**src/rtl/block_addr_sequencer_if.sv**
```systemverilog
// Purpose: request/address bus between the cache controller, the burst sequencer
//          and the memory port.
// Signals:
//   reqValid/reqReady            burst request handshake
//   reqTag/reqIndex/reqOffset    block tag, set index, critical-word offset
//   abort                        cancel the burst in progress
//   addrValid/addrReady          word-address handshake toward memory
//   addr/addrLast                {tag,index,offset} word address, final-beat flag
//   busy                         burst in progress
// Modports: slave = sequencer side, master = controller/memory side.
interface block_addr_sequencer_if #(
  parameter int unsigned addrSize = 30,
  parameter int unsigned offset   = 10,
  parameter int unsigned index    = 10,
  parameter int unsigned tag      = 10
);
  logic                reqValid;
  logic                reqReady;
  logic [tag-1:0]      reqTag;
  logic [index-1:0]    reqIndex;
  logic [offset-1:0]   reqOffset;
  logic                abort;
  logic                addrValid;
  logic                addrReady;
  logic [addrSize-1:0] addr;
  logic                addrLast;
  logic                busy;

  modport slave (
    input  reqValid, reqTag, reqIndex, reqOffset, abort, addrReady,
    output reqReady, addrValid, addr, addrLast, busy
  );

  modport master (
    output reqValid, reqTag, reqIndex, reqOffset, abort, addrReady,
    input  reqReady, addrValid, addr, addrLast, busy
  );
endinterface

```
**src/rtl/block_addr_sequencer.sv**
```systemverilog
// Purpose: recompose {tag,index,offset} into word addresses and sequence one
//          cache-block burst, critical word first, wrapping modulo block size.
// Ports:
//   clk    rising-edge clock
//   rst_n  asynchronous active-low reset
//   bus    block_addr_sequencer_if.slave (request in, address stream out)
module block_addr_sequencer #(
  parameter int unsigned addrSize = 30,
  parameter int unsigned offset   = 10,
  parameter int unsigned index    = 10,
  parameter int unsigned tag      = 10
) (
  input  logic                   clk,
  input  logic                   rst_n,
  block_addr_sequencer_if.slave  bus
);

  // Address fields must tile the full word address exactly.
  if (tag + index + offset != addrSize) begin : g_cfg_err
    $error("block_addr_sequencer: tag+index+offset must equal addrSize");
  end
  if (offset == 0) begin : g_off_err
    $error("block_addr_sequencer: offset width must be non-zero");
  end

  localparam logic [offset-1:0] LAST_BEAT = '1;

  typedef enum logic {S_IDLE, S_BURST} state_t;

  state_t              r_state, w_state;
  logic [tag-1:0]      r_tag, w_tag;
  logic [index-1:0]    r_index, w_index;
  logic [offset-1:0]   r_off, w_off;
  logic [offset-1:0]   r_beat, w_beat;
  logic                r_addr_valid, w_addr_valid;
  logic                r_addr_last, w_addr_last;
  logic                r_busy, w_busy;
  logic                r_req_ready, w_req_ready;
  logic                w_go_idle;

  // State and output registers.
  always_ff @(posedge clk or negedge rst_n) begin
    if (!rst_n) begin
      r_state      <= S_IDLE;
      r_tag        <= '0;
      r_index      <= '0;
      r_off        <= '0;
      r_beat       <= '0;
      r_addr_valid <= 1'b0;
      r_addr_last  <= 1'b0;
      r_busy       <= 1'b0;
      r_req_ready  <= 1'b1;
    end else begin
      r_state      <= w_state;
      r_tag        <= w_tag;
      r_index      <= w_index;
      r_off        <= w_off;
      r_beat       <= w_beat;
      r_addr_valid <= w_addr_valid;
      r_addr_last  <= w_addr_last;
      r_busy       <= w_busy;
      r_req_ready  <= w_req_ready;
    end
  end

  // Next-state and next-output logic.
  always_comb begin
    w_state      = r_state;
    w_tag        = r_tag;
    w_index      = r_index;
    w_off        = r_off;
    w_beat       = r_beat;
    w_addr_valid = r_addr_valid;
    w_addr_last  = r_addr_last;
    w_busy       = r_busy;
    w_req_ready  = r_req_ready;
    w_go_idle    = 1'b0;

    unique case (r_state)
      S_IDLE: begin
        if (bus.reqValid) begin
          w_state      = S_BURST;
          w_tag        = bus.reqTag;
          w_index      = bus.reqIndex;
          w_off        = bus.reqOffset;
          w_beat       = '0;
          w_addr_valid = 1'b1;
          w_addr_last  = 1'b0;
          w_busy       = 1'b1;
          w_req_ready  = 1'b0;
        end
      end
      S_BURST: begin
        // Abort wins; a beat handshaking in the same cycle is simply not followed.
        if (bus.abort) begin
          w_go_idle = 1'b1;
        end else if (bus.addrReady) begin
          if (r_beat == LAST_BEAT) begin
            w_go_idle = 1'b1;
          end else begin
            // Offset wraps inside its own field; carry never reaches index.
            w_off       = r_off + offset'(1);
            w_beat      = r_beat + offset'(1);
            w_addr_last = (w_beat == LAST_BEAT);
          end
        end
      end
      default: w_go_idle = 1'b1;
    endcase

    if (w_go_idle) begin
      w_state      = S_IDLE;
      w_addr_valid = 1'b0;
      w_addr_last  = 1'b0;
      w_busy       = 1'b0;
      w_req_ready  = 1'b1;
    end
  end

  assign bus.reqReady  = r_req_ready;
  assign bus.addrValid = r_addr_valid;
  assign bus.addrLast  = r_addr_last;
  assign bus.busy      = r_busy;
  assign bus.addr      = {r_tag, r_index, r_off};

endmodule
```
**src/flat_wrapper.sv**
```systemverilog
// flat-port wrapper written by rule: the top's interface ports become plain ports
module block_addr_sequencer_flat 
#(
  parameter int unsigned addrSize = 30,
  parameter int unsigned offset   = 10,
  parameter int unsigned index    = 10,
  parameter int unsigned tag      = 10
)
  (clk, rst_n, bus_reqValid, bus_reqTag, bus_reqIndex, bus_reqOffset, bus_abort, bus_addrReady, bus_reqReady, bus_addrValid, bus_addr, bus_addrLast, bus_busy);
  block_addr_sequencer_if #(.addrSize(addrSize), .offset(offset), .index(index), .tag(tag)) bus_i ();
  input  logic clk;
  input  logic rst_n;
  input wire logic [$bits(bus_i.reqValid)-1:0] bus_reqValid;
  input wire logic [$bits(bus_i.reqTag)-1:0] bus_reqTag;
  input wire logic [$bits(bus_i.reqIndex)-1:0] bus_reqIndex;
  input wire logic [$bits(bus_i.reqOffset)-1:0] bus_reqOffset;
  input wire logic [$bits(bus_i.abort)-1:0] bus_abort;
  input wire logic [$bits(bus_i.addrReady)-1:0] bus_addrReady;
  output wire logic [$bits(bus_i.reqReady)-1:0] bus_reqReady;
  output wire logic [$bits(bus_i.addrValid)-1:0] bus_addrValid;
  output wire logic [$bits(bus_i.addr)-1:0] bus_addr;
  output wire logic [$bits(bus_i.addrLast)-1:0] bus_addrLast;
  output wire logic [$bits(bus_i.busy)-1:0] bus_busy;
  assign bus_i.reqValid = bus_reqValid;
  assign bus_i.reqTag = bus_reqTag;
  assign bus_i.reqIndex = bus_reqIndex;
  assign bus_i.reqOffset = bus_reqOffset;
  assign bus_i.abort = bus_abort;
  assign bus_i.addrReady = bus_addrReady;
  assign bus_reqReady = bus_i.reqReady;
  assign bus_addrValid = bus_i.addrValid;
  assign bus_addr = bus_i.addr;
  assign bus_addrLast = bus_i.addrLast;
  assign bus_busy = bus_i.busy;
  block_addr_sequencer #(.addrSize(addrSize), .offset(offset), .index(index), .tag(tag)) u_core (.clk(clk), .rst_n(rst_n), .bus(bus_i));
endmodule
```
**config.mk**
```make
export PLATFORM = sky130hd
export DESIGN_NAME = block_addr_sequencer_flat
export DESIGN_NICKNAME = d
export VERILOG_FILES = /design/src/rtl/block_addr_sequencer_if.sv /design/src/rtl/block_addr_sequencer.sv /design/src/flat_wrapper.sv
export SDC_FILE = /design/constraint.sdc
export NUM_CORES = 1
export LEC_CHECK = 0
export CAP_MARGIN = 40
export CORE_MARGIN = 1.5
export CORE_UTILIZATION = 65
export CTS_BUF_LIST = sky130_fd_sc_hd__clkbuf_16
export CTS_CLUSTER_SIZE = 24
export DETAILED_ROUTE_END_ITERATION = 12
export DONT_BUFFER_PORTS = 1
export PLACE_DENSITY = 0.81
export SYNTH_ARGS = -nofsm -noshare
export SYNTH_HDL_FRONTEND = slang
export SYNTH_SLANG_ARGS = --single-unit
```
**constraint.sdc**
```tcl
create_clock -name clk -period 3 [get_ports clk]
set_clock_uncertainty 0.2 [all_clocks]
set_input_delay 0.6 -clock clk [delete_from_list [all_inputs] [get_ports clk]]
set_output_delay 0.6 -clock clk [all_outputs]
set_load 0.005 [all_outputs]
```
## Yosys cells after proc, flatten, opt, wreduce, memory -nomap -nowiden

Index checks and enable logic that the tools add are counted.

| storage, ports and cells | value |
|---|---|
| word-level logic and storage cells | 55 |
| bits in registers | 44 |
| output and inout port bits | 34 |

| operators by class | value |
|---|---|
| add/subtract/negate cells | 2 |
| eq/ne operators | 11 |
| bitwise logic cells | 1 |
| mux-type cells | 28 |
| reduce and logical (&&, ||, !) cells | 5 |

Operator list:

| kind | number |
|---|---|
| $mux W10 | 8 |
| $pmux W10 S2 | 2 |
| $add A10 B1 Y10 const B | 2 |
| $eq A10 B10 Y1 const B | 2 |
| $mux W1 | 17 |
| $ne A2 B2 Y1 const B | 5 |
| $ne A3 B3 Y1 const B | 3 |
| $reduce_and A4 Y1 | 2 |
| $reduce_and A2 Y1 | 2 |
| $ne A3 B2 Y1 const B | 1 |
| $pmux W1 S2 | 1 |
| $reduce_bool A2 Y1 | 1 |
| $not A1 Y1 | 1 |

## Longest topological paths before layout

Gate-level depths: netlist (run 1).

| depth | value |
|---|---|
| depth after elaboration | 7 |
| gate-level depth with buffers | 8 |
| depth with buffers taken out | 6 |

## Worst setup path after synthesis (run 1)

No wires, ideal clock.

| timing | value |
|---|---|
| path kind | register to register |
| from | register u_core.r_beat[0] |
| to | register u_core.r_off[8] |
| arrival | 1.683 ns |
| path buffers | 0 |
| data required time | 2.665 ns |
| setup slack | 0.983 ns |
| cell stages (with the launch flop) | 7 |
| cells stage by stage | dfrtp_1 ha_1 nand2_1 nor3_1 or4_1 nand3_1 o211ai_1 |

| on the way | value |
|---|---|
| longest elaborated chain between the ends | 3 |

Ends and longest elaborated chain:

| item | line | source |
|---|---|---|
| from (decl) | block_addr_sequencer.sv:34 | `logic [offset-1:0] r_beat, w_beat;` |
| from (signal assigned) | block_addr_sequencer.sv:58 | `r_beat <= w_beat;` |
| $eq A10 B10 Y1 | block_addr_sequencer.sv:98 | `if (r_beat == LAST_BEAT) begin` |
| $ne A2 B2 Y1 (no line) | -- |  |
| $reduce_and A4 Y1 (no line) | -- |  |
| to (signal assigned) | block_addr_sequencer.sv:57 | `r_off <= w_off;` |
| to (decl) | block_addr_sequencer.sv:33 | `logic [offset-1:0] r_off, w_off;` |

No other way between the ends.
A chain may end at the register's enable or synchronous reset.

## Final worst setup path (run 1)

| timing | value |
|---|---|
| from | register u_core.r_state |
| to | register u_core.r_off[6] |

| on the way | value |
|---|---|
| longest elaborated chain between the ends | 3 |

Ends and longest elaborated chain:

| item | line | source |
|---|---|---|
| from (decl) | block_addr_sequencer.sv:30 | `state_t r_state, w_state;` |
| from (signal assigned) | block_addr_sequencer.sv:54 | `r_state <= w_state;` |
| $not A1 Y1 | block_addr_sequencer.sv:79 | `unique case (r_state)` |
| $ne A2 B2 Y1 (no line) | -- |  |
| $reduce_and A4 Y1 (no line) | -- |  |

Parallel ways exist; a longest one is shown, timed or not.

==> reports/metrics.yaml, run 1 <==
status: "complete, no violations"
post-cts-setup-buffer-count: 0
gpl.final_weighted_congestion: 0.819
num_vias: 1740
clk_transition_reported_paths_ns: 0.06
post_detailed_route_drc_marker_count: 0
drt-wirelength-per-cell_um: 15.7
die_h_um: 61.5
layout.cells.most_common_list: "sky130_fd_sc_hd__nand2_1 (73), sky130_fd_sc_hd__dfrtp_1 (43), sky130_fd_sc_hd__nand3_1 (14)"
critical-path-slowest-cell: "sky130_fd_sc_hd__dfrtp_1"
die_area_mm2: 0.00378
syn_nets: 280
die_w_um: 61.5
number_of_global_route_vias_before_repair: 1538
synth_top_cell_by_area: "sky130_fd_sc_hd__dfrtp_1"
report.final.hold_viol_count: 0
vdd.ir_drop.worst_mv: 0.536
total_leakage_power_nw: 1.08
numPortBuffers: 0
min_period_over_period_pct: 79.6
critical_path.max_fanout: 19
maximum_number_of_pins_on_one_net_before_global_route_repair: 45
vias_per_cell: 6.06
clk_latency_ns: 0.28
ant_cells: 0
post-route-worst-setup-slack_ns: 0.612
syn-cell-area_mm2: 0.00222
ys_warn_count: 0
timing.slew.headroom_pct: 45.6
core_area_mm2: 0.00331
utilization_pct: 72.8
final.setup.tns_ns: 0
power-per-cell-area_mw_per_mm2: 668
worstPathArrival_ns: 2.35
max_frequency_ghz: 0.419
worst_ep_required_time_ns: 2.96
number_of_iterations_in_the_first_detailed_routing_pass: 4
final_antenna_net_count: 0
cts-root-buf: "sky130_fd_sc_hd__clkbuf_16"
period_needed_ns: 2.39
number_of_synthesized_register_bits: 44
initial_core_util_pct: 67.1
ctsResizeCount: 0
syn-mean-instance-area_um2: 9.18
top_level_ports: 69
dp.final_hpwl_um: 3110
yosys-top-cells-area: "sky130_fd_sc_hd__dfrtp_1 (48%), sky130_fd_sc_hd__nand2_1 (12%), sky130_fd_sc_hd__nand3_1 (3.2%)"
critical_setup_path_kind: "reg2reg"
netlist.area_leader.share_pct: 48.5
syn_inst: 242
final_net_count: 278
layout_commonest_cell: "sky130_fd_sc_hd__nand2_1"
reg2reg_from: "u_core.r_state$_DFF_PN0_"
final-instance-count-excl-fill: 287
synth_async_sr_flop_share_pct: 100
timing.hold.worst.class: "in2reg"
share_of_layout_cells_above_drive_strength_1_pct: 9.13
flow.area_growth_from_synthesis_pct: 8.51
number_of_synthesized_flops_with_an_enable_pin: 0
worst_slew_pin_slew_ns: 0.816
setup_violations: 0
tritoncts.num_buffers: 5
max_cap_viol_count: 0
critical_path.cell_chain: "and3b_1 -> o31ai_4 -> o311ai_1 -> o41ai_1 -> a221o_1"
cts-htree-levels: 2
dpl_worst_slack_ns: 0.646
synth.distinct_cells: 49
slowest_delay_ns: 0.68
cts_max_path_buffers: 2
timing.hold.worst.start: "bus_reqIndex[4]"
critPathCaptureType: "flop"
global_route.overflow_total: 0
cts_tree: "done"
rsz0062_at_grt: "false"
tritoncts_num_sinks: 44
synthFlopType: "sky130_fd_sc_hd__dfrtp_1"
dr.first_iter.drc_count: 192
synth-seq-area-share_pct: 49.6
drt-total-wl_um: 4520
worst_setup_path_startpoint: "u_core.r_state$_DFF_PN0_"
row_count: 21
antenna_found_initial: 0
placed_cells_incl_taps: 277
final-max-slew-violation-count: 0
launching_element_type_of_the_critical_path: "flop"
grt.total_usage_pct: 25.0
first_pass_grt_wire_length_um: 6900
multi_input_comb_area_mm2: 0.00103
fin_total_pwr_mw: 1.61
layout.filler_cells: 261
final-seq-area_mm2: 0.00110
[metal layers]
metal  part of all wire [%]  track usage (%)  vias to the layer above
li1                       -                -                      845
met1                     44             34.2                      802
met2                     46             38.1                       87
met3                    9.0             6.72                        6
met4                    1.1             10.3                        0
met5                      0                0                        -
[synth_stat cells, types with 2 or more instances]
master	number
sky130_fd_sc_hd__nand2_1	73
sky130_fd_sc_hd__dfrtp_1	43
sky130_fd_sc_hd__nand3_1	14
sky130_fd_sc_hd__o21ai_0	9
sky130_fd_sc_hd__a21oi_1	8
sky130_fd_sc_hd__nor2_1	8
sky130_fd_sc_hd__clkbuf_1	7
sky130_fd_sc_hd__inv_1	5
sky130_fd_sc_hd__xnor2_1	5
sky130_fd_sc_hd__a31oi_1	4
sky130_fd_sc_hd__nand4_1	4
sky130_fd_sc_hd__nor3_1	4
sky130_fd_sc_hd__and3_1	3
sky130_fd_sc_hd__buf_4	3
sky130_fd_sc_hd__ha_1	3
sky130_fd_sc_hd__nor4_2	3
sky130_fd_sc_hd__o211ai_1	3
sky130_fd_sc_hd__o32ai_1	3
sky130_fd_sc_hd__a21o_1	2
sky130_fd_sc_hd__a221o_1	2
sky130_fd_sc_hd__a22o_1	2
sky130_fd_sc_hd__a22oi_1	2
sky130_fd_sc_hd__mux2i_1	2
sky130_fd_sc_hd__nand3b_1	2
sky130_fd_sc_hd__nor2b_1	2
sky130_fd_sc_hd__nor3b_1	2
sky130_fd_sc_hd__o22ai_1	2
[registers in the layout, summed over array words and instances, names as in the netlist]
name and cells:
u_core.bus.addrValid 1, u_core.bus.addrLast 1, u_core.r_index 10, u_core.r_state 1, u_core.bus.reqReady 1, u_core.r_off 10
u_core.r_tag 10, u_core.r_beat 10
[through the flow]
| step | instance area [um^2] | hold WS (ns) |
|---|---|---|
| 2_1_floorplan | 2220 | 0.104 |
| 3_3_place_gp | 2220 | 0.106 |
| 3_5_place_dp | 2230 | 0.105 |
| 4_1_cts | 2410 | 0.221 |
| 5_1_grt | 2410 | 0.220 |
| 6_report | 2410 | 0.220 |
[cells by family after synthesis]
logic type / share of synthesized area [%]
AND/OR/NAND/NOR: 27.2
AO/OA/AOI/OAI: 14.3
flip-flops: 49.6
buffers and inverters: 3.94
XOR/XNOR: 2.37
adder cells (fa/ha/maj): 1.69
multiplexers: 0.901
[cell type report]
type / instances / area share (%)
multi-input cells: 180 / 42.9
clock inverters: 3 / 0.831
flip-flops and latches: 44 / 45.7
inverters: 5 / 0.779
clock buffers: 5 / 5.19
well taps: 46 / 2.39
repair buffers: 4 / 2.18
[what timing repair did]
item                       4_1_cts  5_1_grt
setup endpoints to repair        0        0
hold endpoints to repair        44        0
hold buffers                     2        0
[path summary, 6_finish.rpt]
kind | end | slack (ns) | cells past startpoint
worst min register to register | u_core.bus.reqReady$_DFFE_PN1P_ | 0.28 | 2
worst max register to register | u_core.r_off[6]$_DFFE_PN0P_ | 0.61 | 5
max in group asynchronous | u_core.bus.reqReady$_DFFE_PN1P_ | 1.73 | 2
worst min-delay path | u_core.r_index[4]$_DFFE_PN0P_ | 0.22 | 2
min in group asynchronous | u_core.r_off[7]$_DFFE_PN0P_ | 0.60 | 2
worst max-delay path | u_core.r_off[6]$_DFFE_PN0P_ | 0.61 | 5
[worst max-delay path, delay by kind of cell (launching register included)]
kind	cells	cell delay [ns]
AND/OR/NAND/NOR	1	0.40
flip-flops	1	0.68
AO/OA/AOI/OAI	4	0.98
[power by group]
part           internal [mW]  switching, mW
registers              0.704          0.138
clock network          0.306          0.219
logic                  0.103          0.139
total                   1.11          0.496
Note: power is estimated with default switching activity, not from simulation.
==> run 2: changes to the inputs <==
--- a/config.mk
+++ b/config.mk
@@ -7,12 +7,12 @@
 export LEC_CHECK = 0
 export CAP_MARGIN = 40
 export CORE_MARGIN = 1.5
-export CORE_UTILIZATION = 65
+export CORE_UTILIZATION = 56
 export CTS_BUF_LIST = sky130_fd_sc_hd__clkbuf_16
 export CTS_CLUSTER_SIZE = 24
 export DETAILED_ROUTE_END_ITERATION = 12
 export DONT_BUFFER_PORTS = 1
-export PLACE_DENSITY = 0.81
+export PLACE_DENSITY = 0.74
 export SYNTH_ARGS = -nofsm -noshare
 export SYNTH_HDL_FRONTEND = slang
 export SYNTH_SLANG_ARGS = --single-unit
==> constraint.sdc (replaced) <==
create_clock -name clk -period 2.05 [get_ports clk]
set_clock_uncertainty 0.2 [all_clocks]
set_input_delay 0.41 -clock clk [delete_from_list [all_inputs] [get_ports clk]]
set_output_delay 0.41 -clock clk [all_outputs]
set_load 0.005 [all_outputs]
==> run 2 against run 1 <==
  * Non-clock buffer count grew 14
  * Hold slack worse by 0.20 ns
  * Utilization down 4.9 points
  * Critical path depth grew 1
  * Die area rose by 15%
  * Count of clock-buffer cells in the layout unchanged
==> reports/metrics.yaml, run 2 (synthesis results as in run 1) <==
status: "complete, no violations"
cts-root-buf: "sky130_fd_sc_hd__clkbuf_16"
layout.filler_cells: 320
tritoncts.num_buffers: 5
max_frequency_ghz: 0.523
power.sequential.fraction_pct: 47.0
rsz0062_at_grt: "false"
multi_input_comb_area_mm2: 0.00104
initial_core_util_pct: 59.3
final_net_count: 292
global_route.overflow_total: 0
reg2reg_from: "u_core.r_beat[0]$_DFFE_PN0P_"
critPathCaptureType: "flop"
num_vias: 1798
total_leakage_power_nw: 1.15
launching_element_type_of_the_critical_path: "flop"
die_h_um: 66.0
dr.first_iter.drc_count: 122
timing.hold.worst.class: "in2reg"
critical_setup_path_kind: "reg2reg"
final-seq-area_mm2: 0.00110
min_period_over_period_pct: 93.3
vdd.ir_drop.worst_mv: 0.652
number_of_iterations_in_the_first_detailed_routing_pass: 4
die_area_mm2: 0.00435
clk_transition_reported_paths_ns: 0.07
worst_ep_required_time_ns: 2.01
setup_violations: 0
timing.slew.headroom_pct: 77.1
cts_tree: "done"
dp.final_hpwl_um: 3450
final_antenna_net_count: 0
report.final.hold_viol_count: 0
flow.area_growth_from_synthesis_pct: 14.5
cts_max_path_buffers: 2
switching_share_pct: 29.9
post_detailed_route_drc_marker_count: 0
tritoncts_num_sinks: 44
min_delay_path_depth: 2
ff2ff_setup_slack_ns: 0.14
r2r.worst_path.cells: 6
core_area_mm2: 0.00374
top_level_ports: 69
ant_cells: 0
vias_per_cell: 5.93
internal_power_mw: 1.79
final-max-slew-violation-count: 0
max_cap_viol_count: 0
gpl.final_weighted_congestion: 0.855
timing.hold.worst.start: "bus_reqIndex[0]"
period_needed_ns: 1.91
critical_path.max_fanout: 5
numPortBuffers: 0
worst_slew_pin_slew_ns: 0.342
power-per-cell-area_mw_per_mm2: 1000
share_comb_of_total_power_pct: 17.3
cts-htree-levels: 2
timing.rr.end: "u_core.r_off[8]$_DFFE_PN0P_"
die_w_um: 66.0
hold_path_end: "u_core.r_index[0]$_DFFE_PN0P_"
maximum_number_of_pins_on_one_net_before_global_route_repair: 45
grt.total_usage_pct: 25.4
final.setup.tns_ns: 0
clk_latency_ns: 0.29
drt-total-wl_um: 4990
layout_commonest_cell: "sky130_fd_sc_hd__nand2_1"
worstPathArrival_ns: 1.87
final.hold.worst_slack_ns: 0.0232
first_pass_grt_wire_length_um: 8260
drt-wirelength-per-cell_um: 16.5
row_count: 22
power_frac_clock_pct: 35.7
number_of_global_route_vias_before_repair: 1778
share_of_layout_cells_above_drive_strength_1_pct: 15.3
antenna_found_initial: 0
layout.cells.most_common_list: "sky130_fd_sc_hd__nand2_1 (72), sky130_fd_sc_hd__dfrtp_1 (43), sky130_fd_sc_hd__buf_4 (16)"
power.net_switching_uw: 764
==> run 2: how the worst max path moves through the flow <==
stage                                 startpoint                     endpoint  slack, ns  depth (start not counted)
floorplan           u_core.r_beat[0]$_DFFE_PN0P_  u_core.r_off[8]$_DFFE_PN0P_       0.03                          6
global placement    u_core.r_beat[0]$_DFFE_PN0P_  u_core.r_off[7]$_DFFE_PN0P_       0.07                          6
detailed placement  u_core.r_beat[1]$_DFFE_PN0P_  u_core.r_off[7]$_DFFE_PN0P_      -0.04                          6
CTS                 u_core.r_beat[0]$_DFFE_PN0P_  u_core.r_off[8]$_DFFE_PN0P_       0.01                          6
global route        u_core.r_beat[1]$_DFFE_PN0P_  u_core.r_off[8]$_DFFE_PN0P_       0.04                          6
finish              u_core.r_beat[0]$_DFFE_PN0P_  u_core.r_off[8]$_DFFE_PN0P_       0.14                          6
==> run 2: power groups by stage <==
stage          combinational (mW)  clock [mW]  sequential [mW]
4_1_cts                     0.442       0.929             1.20
6_report                    0.442       0.912             1.20
3_3_place_gp                0.398           0             1.21
3_5_place_dp                0.415           0             1.21
5_1_grt                     0.502       0.961             1.23
2_1_floorplan               0.300           0             1.19
==> run 2: worst max-delay path, stage by stage (launching register included) <==
cell,delay [ns]
sky130_fd_sc_hd__dfrtp_1,0.39
sky130_fd_sc_hd__ha_2,0.21
sky130_fd_sc_hd__nand2_2,0.13
sky130_fd_sc_hd__nor3_2,0.10
sky130_fd_sc_hd__or4_1,0.55
sky130_fd_sc_hd__nand3_1,0.11
sky130_fd_sc_hd__o211ai_1,0.10
==> run 2: layout make-up <==
class | instances | area share, %
inverters | 5 | 0.738
repair buffers | 18 | 5.91
multi-input cells | 180 | 41.0
clock inverters | 3 | 1.67
flip-flops and latches | 44 | 43.4
well taps | 48 | 2.36
clock buffers | 5 | 4.92
==> run 2: stage by stage <==
step	setup WS (ns)	total power, mW	cell area [um^2]	instances	util [%]
final	0.138	2.55	2540	303	67.9
after global routing	0.0387	2.69	2540	303	67.9
after CTS	0.0125	2.57	2520	301	67.4
after detailed placement	-0.0428	1.63	2320	291	62.0
after global placement	0.0660	1.61	2320	291	62.0
after floorplan	0.0327	1.49	2220	242	-
==> run 2: metal layers <==
metal | GRT usage [%] | up-vias | share of wire [%]
met5 | 0 | - | 0
met4 | 8.93 | 0 | 1.4
met3 | 8.35 | 5 | 6.3
met2 | 41.9 | 56 | 49
met1 | 31.2 | 861 | 43
li1 | - | 876 | -
==> run 2: what timing repair did <==
item | 4_1_cts | 5_1_grt
endpoints found under the hold margin | 44 | 0
pin swaps | 0 | 2
buffers inserted | 0 | 2
gates resized for setup | 1 | 2
gates cloned | 0 | 0
hold buffers | 2 | 0
endpoints found under the setup margin | 2 | 13
